File: src/rtl/rs422_uart_rx.sv
// rs422_uart_rx: 8N1 UART receiver producing good-frame byte strobes plus frame/parity error strobes.
// Optional parity bit (8E1/8O1) is compiled in with `define RS422_UART_RX_PARITY_EN.
module rs422_uart_rx #(
  parameter int CLK_FREQ   = 50000000,
  parameter int BAUD       = 115200,
  parameter int PARITY_ODD = 0
) (
  input  logic       clk,
  input  logic       rst_n,
  input  logic       rxd,
  output logic       valid,
  output logic [7:0] dout,
  output logic       frame_err,
  output logic       parity_err,
  output logic       busy
);
  localparam int BIT_DIV = CLK_FREQ / BAUD;
  localparam int CW = $clog2(BIT_DIV);
  localparam logic [CW-1:0] MID = CW'(BIT_DIV / 2 - 1);
  localparam logic [CW-1:0] LAST = CW'(BIT_DIV - 1);
  typedef enum logic [2:0] {S_IDLE, S_START, S_DATA, S_PARITY, S_STOP, S_BRK} state_t;
  if (BIT_DIV < 16 || PARITY_ODD < 0 || PARITY_ODD > 1) begin : g_cfg_err
    $error("rs422_uart_rx: BIT_DIV must be >= 16 and PARITY_ODD must be 0 or 1");
  end
  state_t state_q, state_d;
  logic sync1_q, sync1_d, sync2_q, sync2_d, hist_q, hist_d;
  logic [1:0] settle_q, settle_d;
  logic armed_q, armed_d;
  logic [CW-1:0] cnt_q, cnt_d;
  logic [2:0] idx_q, idx_d;
  logic [7:0] data_q, data_d, dout_q, dout_d;
  logic valid_q, valid_d, frame_err_q, frame_err_d, busy_q, busy_d;
`ifdef RS422_UART_RX_PARITY_EN
  logic par_q, par_d, parity_err_q, parity_err_d;
`endif
  always_comb begin
    sync1_d = rxd;
    sync2_d = sync1_q;
    hist_d = sync2_q;
    // The synchronizer holds reset values for two clocks; only a real high sample arms edge detection.
    settle_d = {settle_q[0], 1'b1};
    armed_d = armed_q | (settle_q[1] & sync2_q);
    state_d = state_q;
    cnt_d = cnt_q + CW'(1);
    idx_d = idx_q;
    data_d = data_q;
    dout_d = dout_q;
    valid_d = 1'b0;
    frame_err_d = 1'b0;
`ifdef RS422_UART_RX_PARITY_EN
    par_d = par_q;
    parity_err_d = 1'b0;
`endif
    case (state_q)
      S_IDLE: if (armed_q && hist_q && !sync2_q) begin
        state_d = S_START;
        cnt_d = '0;
      end
      S_START: if (cnt_q == MID) begin
        cnt_d = '0;
        idx_d = '0;
        state_d = sync2_q ? S_IDLE : S_DATA;
      end
      S_DATA: if (cnt_q == LAST) begin
        cnt_d = '0;
        data_d[idx_q] = sync2_q;
        idx_d = idx_q + 3'd1;
`ifdef RS422_UART_RX_PARITY_EN
        if (idx_q == 3'd7) state_d = S_PARITY;
`else
        if (idx_q == 3'd7) state_d = S_STOP;
`endif
      end
`ifdef RS422_UART_RX_PARITY_EN
      S_PARITY: if (cnt_q == LAST) begin
        cnt_d = '0;
        par_d = sync2_q;
        state_d = S_STOP;
      end
`endif
      S_STOP: if (cnt_q == LAST) begin
        cnt_d = '0;
        if (!sync2_q) begin
          frame_err_d = 1'b1;
          state_d = S_BRK;
        end else begin
          state_d = S_IDLE;
`ifdef RS422_UART_RX_PARITY_EN
          if (par_q ^ (^data_q) ^ (PARITY_ODD != 0)) parity_err_d = 1'b1;
          else begin
            valid_d = 1'b1;
            dout_d = data_q;
          end
`else
          valid_d = 1'b1;
          dout_d = data_q;
`endif
        end
      end
      S_BRK: if (sync2_q) state_d = S_IDLE;
      default: state_d = S_IDLE;
    endcase
    busy_d = state_d != S_IDLE;
  end
  always_ff @(posedge clk or negedge rst_n) begin
    if (!rst_n) begin
      state_q <= S_IDLE;
      sync1_q <= 1'b1;
      sync2_q <= 1'b1;
      hist_q <= 1'b1;
      settle_q <= '0;
      armed_q <= 1'b0;
      cnt_q <= '0;
      idx_q <= '0;
      data_q <= '0;
      dout_q <= '0;
      valid_q <= 1'b0;
      frame_err_q <= 1'b0;
      busy_q <= 1'b0;
`ifdef RS422_UART_RX_PARITY_EN
      par_q <= 1'b0;
      parity_err_q <= 1'b0;
`endif
    end else begin
      state_q <= state_d;
      sync1_q <= sync1_d;
      sync2_q <= sync2_d;
      hist_q <= hist_d;
      settle_q <= settle_d;
      armed_q <= armed_d;
      cnt_q <= cnt_d;
      idx_q <= idx_d;
      data_q <= data_d;
      dout_q <= dout_d;
      valid_q <= valid_d;
      frame_err_q <= frame_err_d;
      busy_q <= busy_d;
`ifdef RS422_UART_RX_PARITY_EN
      par_q <= par_d;
      parity_err_q <= parity_err_d;
`endif
    end
  end
  assign valid = valid_q;
  assign dout = dout_q;
  assign frame_err = frame_err_q;
  assign busy = busy_q;
`ifdef RS422_UART_RX_PARITY_EN
  assign parity_err = parity_err_q;
`else
  assign parity_err = 1'b0;
`endif
endmodule

File: config.mk
export PLATFORM = sky130hd
export DESIGN_NAME = rs422_uart_rx
export DESIGN_NICKNAME = d
export VERILOG_FILES = /design/src/rtl/rs422_uart_rx.sv
export SDC_FILE = /design/constraint.sdc
export NUM_CORES = 1
export LEC_CHECK = 0
export BUFFER_PORTS_ARGS = -buffer_cell sky130_fd_sc_hd__buf_2
export CAP_MARGIN = 30
export CORE_MARGIN = 3
export CORE_UTILIZATION = 40
export CTS_BUF_LIST = sky130_fd_sc_hd__clkbuf_4 sky130_fd_sc_hd__clkbuf_8
export CTS_CLUSTER_DIAMETER = 100
export DETAILED_ROUTE_END_ITERATION = 16
export GPL_ROUTABILITY_DRIVEN = 1
export PLACE_DENSITY_LB_ADDON = 0.12
export SYNTH_ARGS = -nofsm -noshare
export SYNTH_HDL_FRONTEND = slang
export SYNTH_SLANG_ARGS = --single-unit
File: constraint.sdc
create_clock -name clk -period 2 [get_ports clk]
set_clock_uncertainty 0.05 [all_clocks]
set_input_delay 0.4 -clock clk [delete_from_list [all_inputs] [get_ports clk]]
set_output_delay 0.4 -clock clk [all_outputs]
set_load 0.05 [all_outputs]
==> metrics <==
status=completed; detailed-route DRC error count=0; P&R area growth vs syn=18.7%; Req. time, crit path=2110 ps; Hold Fails Final Rpt=0; R2R Path Start=cnt_q[1]$_DFF_PN0_; crit path launch type=flop; DP HPWL=2.57 mm; Max Slew Vio Count=0; Longest Clk Path Bufs=2; Tcrit/Tclk final=97.2%; Skew-Pair Late Insertion Delay=280 ps; first-pass GRT wire length=6.18 mm; FP Rows=24; Crit Path Max Fanout=2; initial antenna violation count=0; Syn Area/Cell=12.1 µm²; drt total wl=3.55 mm; most frequent cells after synthesis=dfrtp_1, mux2_2, nor2_1; GRT Resource Usage Total=14.7%; worst r2r path cells=6; ratio of cells with drive above 1 in the final layout=36.0%; Top FF cell, synth=dfrtp_1; # nets final=193; Synth top area share=49.5%; most frequent cell after synthesis=dfrtp_1; number of synthesized flops with an enable pin=0; GR Overflow Total=0; post-layout util=49.9%; Worst VDD drop=593 µV; async set-reset flop share out of synthesis=100%; synthesized flop and latch total=40; Core Region=0.00444 mm²; final setup fails=0; Die H=74.4 µm; synth warn=0; Port Buffers=13; DR iter-0 viols=84; worst hold path type=in2async; CTS Root Buffer Type=clkbuf_8; Leak=1.07 nW; TritonCTS Buffers=5; Reg2Reg Capture Point=busy$_DFF_PN0_; Via density=5.33; number of global-route vias before repair=1264; post-route ant nets=0; top cells by area, synth=dfrtp_1, mux2_2, dfstp_2; die footprint=0.00553 mm²; Max Fclk=514 MHz; Reg2Reg Setup Slack=60 ps; Detailed Routing Iterations Pass 1=4; Final Wtd Congestion=0.824; Syn Inst Count=154; via count=1268; Max Cap Violations=0; setup_tns=0 ps; Ports=15; clock sink count=40; post-synthesis sequential area ratio=53.7%; largest net degree at the start of global routing=41; post-synthesis net count=162; DR WL/cell=14.9 µm; min cycle time layout=1940 ps; Mapped Area=0.00187 mm²; die width=74.4 µm; TritonCTS clock tree=yes; Synth cell types=43; cell accounting for the most synthesized area=dfrtp_1; CP arrival=2050 ps; Setup crit end kind=flop; H-tree depth=2; Initial Util=42.1%; Clk pin slew, worst setup/hold paths=70 ps; Crit Path Class=reg2reg; Pwr Density=885 mW/mm²; Inserted Diodes=0
==> critical path, cell delays in order (launching register included) <==
cell	delay [ps]
dfrtp_1	400
inv_2	80
ha_4	130
and4bb_2	260
a2111oi_2	80
a311o_1	340
or4b_1	490
==> worst max-delay path by stage <==
stage,from,endpoint,slack (ps),cells after the start
final,cnt_q[1]$_DFF_PN0_,busy$_DFF_PN0_,60,6
after global routing,cnt_q[1]$_DFF_PN0_,busy$_DFF_PN0_,-0.1,6
after CTS,cnt_q[1]$_DFF_PN0_,busy$_DFF_PN0_,40,6
after detailed placement,cnt_q[1]$_DFF_PN0_,busy$_DFF_PN0_,5,6
after global placement,cnt_q[1]$_DFF_PN0_,busy$_DFF_PN0_,40,6
after floorplan,cnt_q[1]$_DFF_PN0_,busy$_DFF_PN0_,90,6
==> repair_timing <==
action                                 CTS  global route
hold buffers                             0             0
setup endpoints to repair                1            18
gates resized for setup                  1             6
pin swaps                                1             2
endpoints found under the hold margin    0             0
setup buffers                            0             1
==> kinds of logic (layout without fill, tap and decap cells) <==
group,after synthesis,count (layout),share of synthesized area (%)
xor+xnor,7,7,3.28
other cells,2,2,0.401
buf+inv,12,44,2.88
flops,40,40,53.7
fa+ha+maj,5,5,3.34
simple gates,60,60,20.1
compound gates,10,10,5.55
mux,18,18,10.7
==> routing by layer <==
layer | up-vias | track usage [%] | part of all wire, %
met5 | - | 0 | 0
met4 | 0 | 5.34 | 1.1
met3 | 4 | 3.24 | 3.9
met2 | 29 | 22.0 | 46
met1 | 630 | 21.0 | 49
li1 | 605 | - | -
==> final cells by class <==
| class | instances | area [µm²] |
|---|---|---|
| Inverter | 6 | 22.5 |
| Sequential cell | 40 | 1000 |
| Clock inverter | 1 | 8.76 |
| Clock buffer | 7 | 83.8 |
| Timing Repair Buffer | 30 | 200 |
| Tap cell | 52 | 65.1 |
| Multi-Input combinational cell | 102 | 835 |
| Fill cell | 405 | 2220 |
==> placed cells by master (no fill, tap or decap), drive strengths merged, types with 2 or more instances in the layout <==
master	n
and2	2
and3	3
and4bb	2
buf	30
clkbuf	7
conb	2
dfrtp	37
dfstp	3
ha	5
inv	6
mux2	16
mux2i	2
nand2	10
nand3	4
nand4	7
nor2	16
nor2b	2
nor3b	2
o31a	2
xnor2	5
xor2	2
==> flip-flops by register name (all words and copies together), names as in the netlist <==
| signal | cells |
|---|---|
| settle_q | 2 |
| sync1_q | 1 |
| hist_q | 1 |
| hist_d | 1 |
| busy | 1 |
| armed_q | 1 |
| idx_q | 3 |
| frame_err | 1 |
| valid | 1 |
| cnt_q | 9 |
| state_q | 3 |
| data_q | 8 |
| dout | 8 |
==> stage by stage <==
step                hold WS, ps  setup WS (ps)  total power, W  std cells  area (µm²)
finish                      109           55.8         0.00196        238        2220
global route                141         -0.102         0.00209        238        2220
CTS                         131           37.7         0.00195        237        2180
detailed placement          296           5.03         0.00140        229        2090
global placement            288           35.2         0.00138        229        2090
floorplan                  54.4           86.7         0.00122        154        1870
==> report_power, final <==
| part | switching, W | total (W) | internal [W] |
|---|---|---|---|
| Clock | 0.000271 | 0.000548 | 0.000276 |
| Combinational | 0.000223 | 0.000445 | 0.000223 |
| Sequential | 0.0000785 | 0.000970 | 0.000892 |
Note: power is estimated with default switching activity, not from simulation.
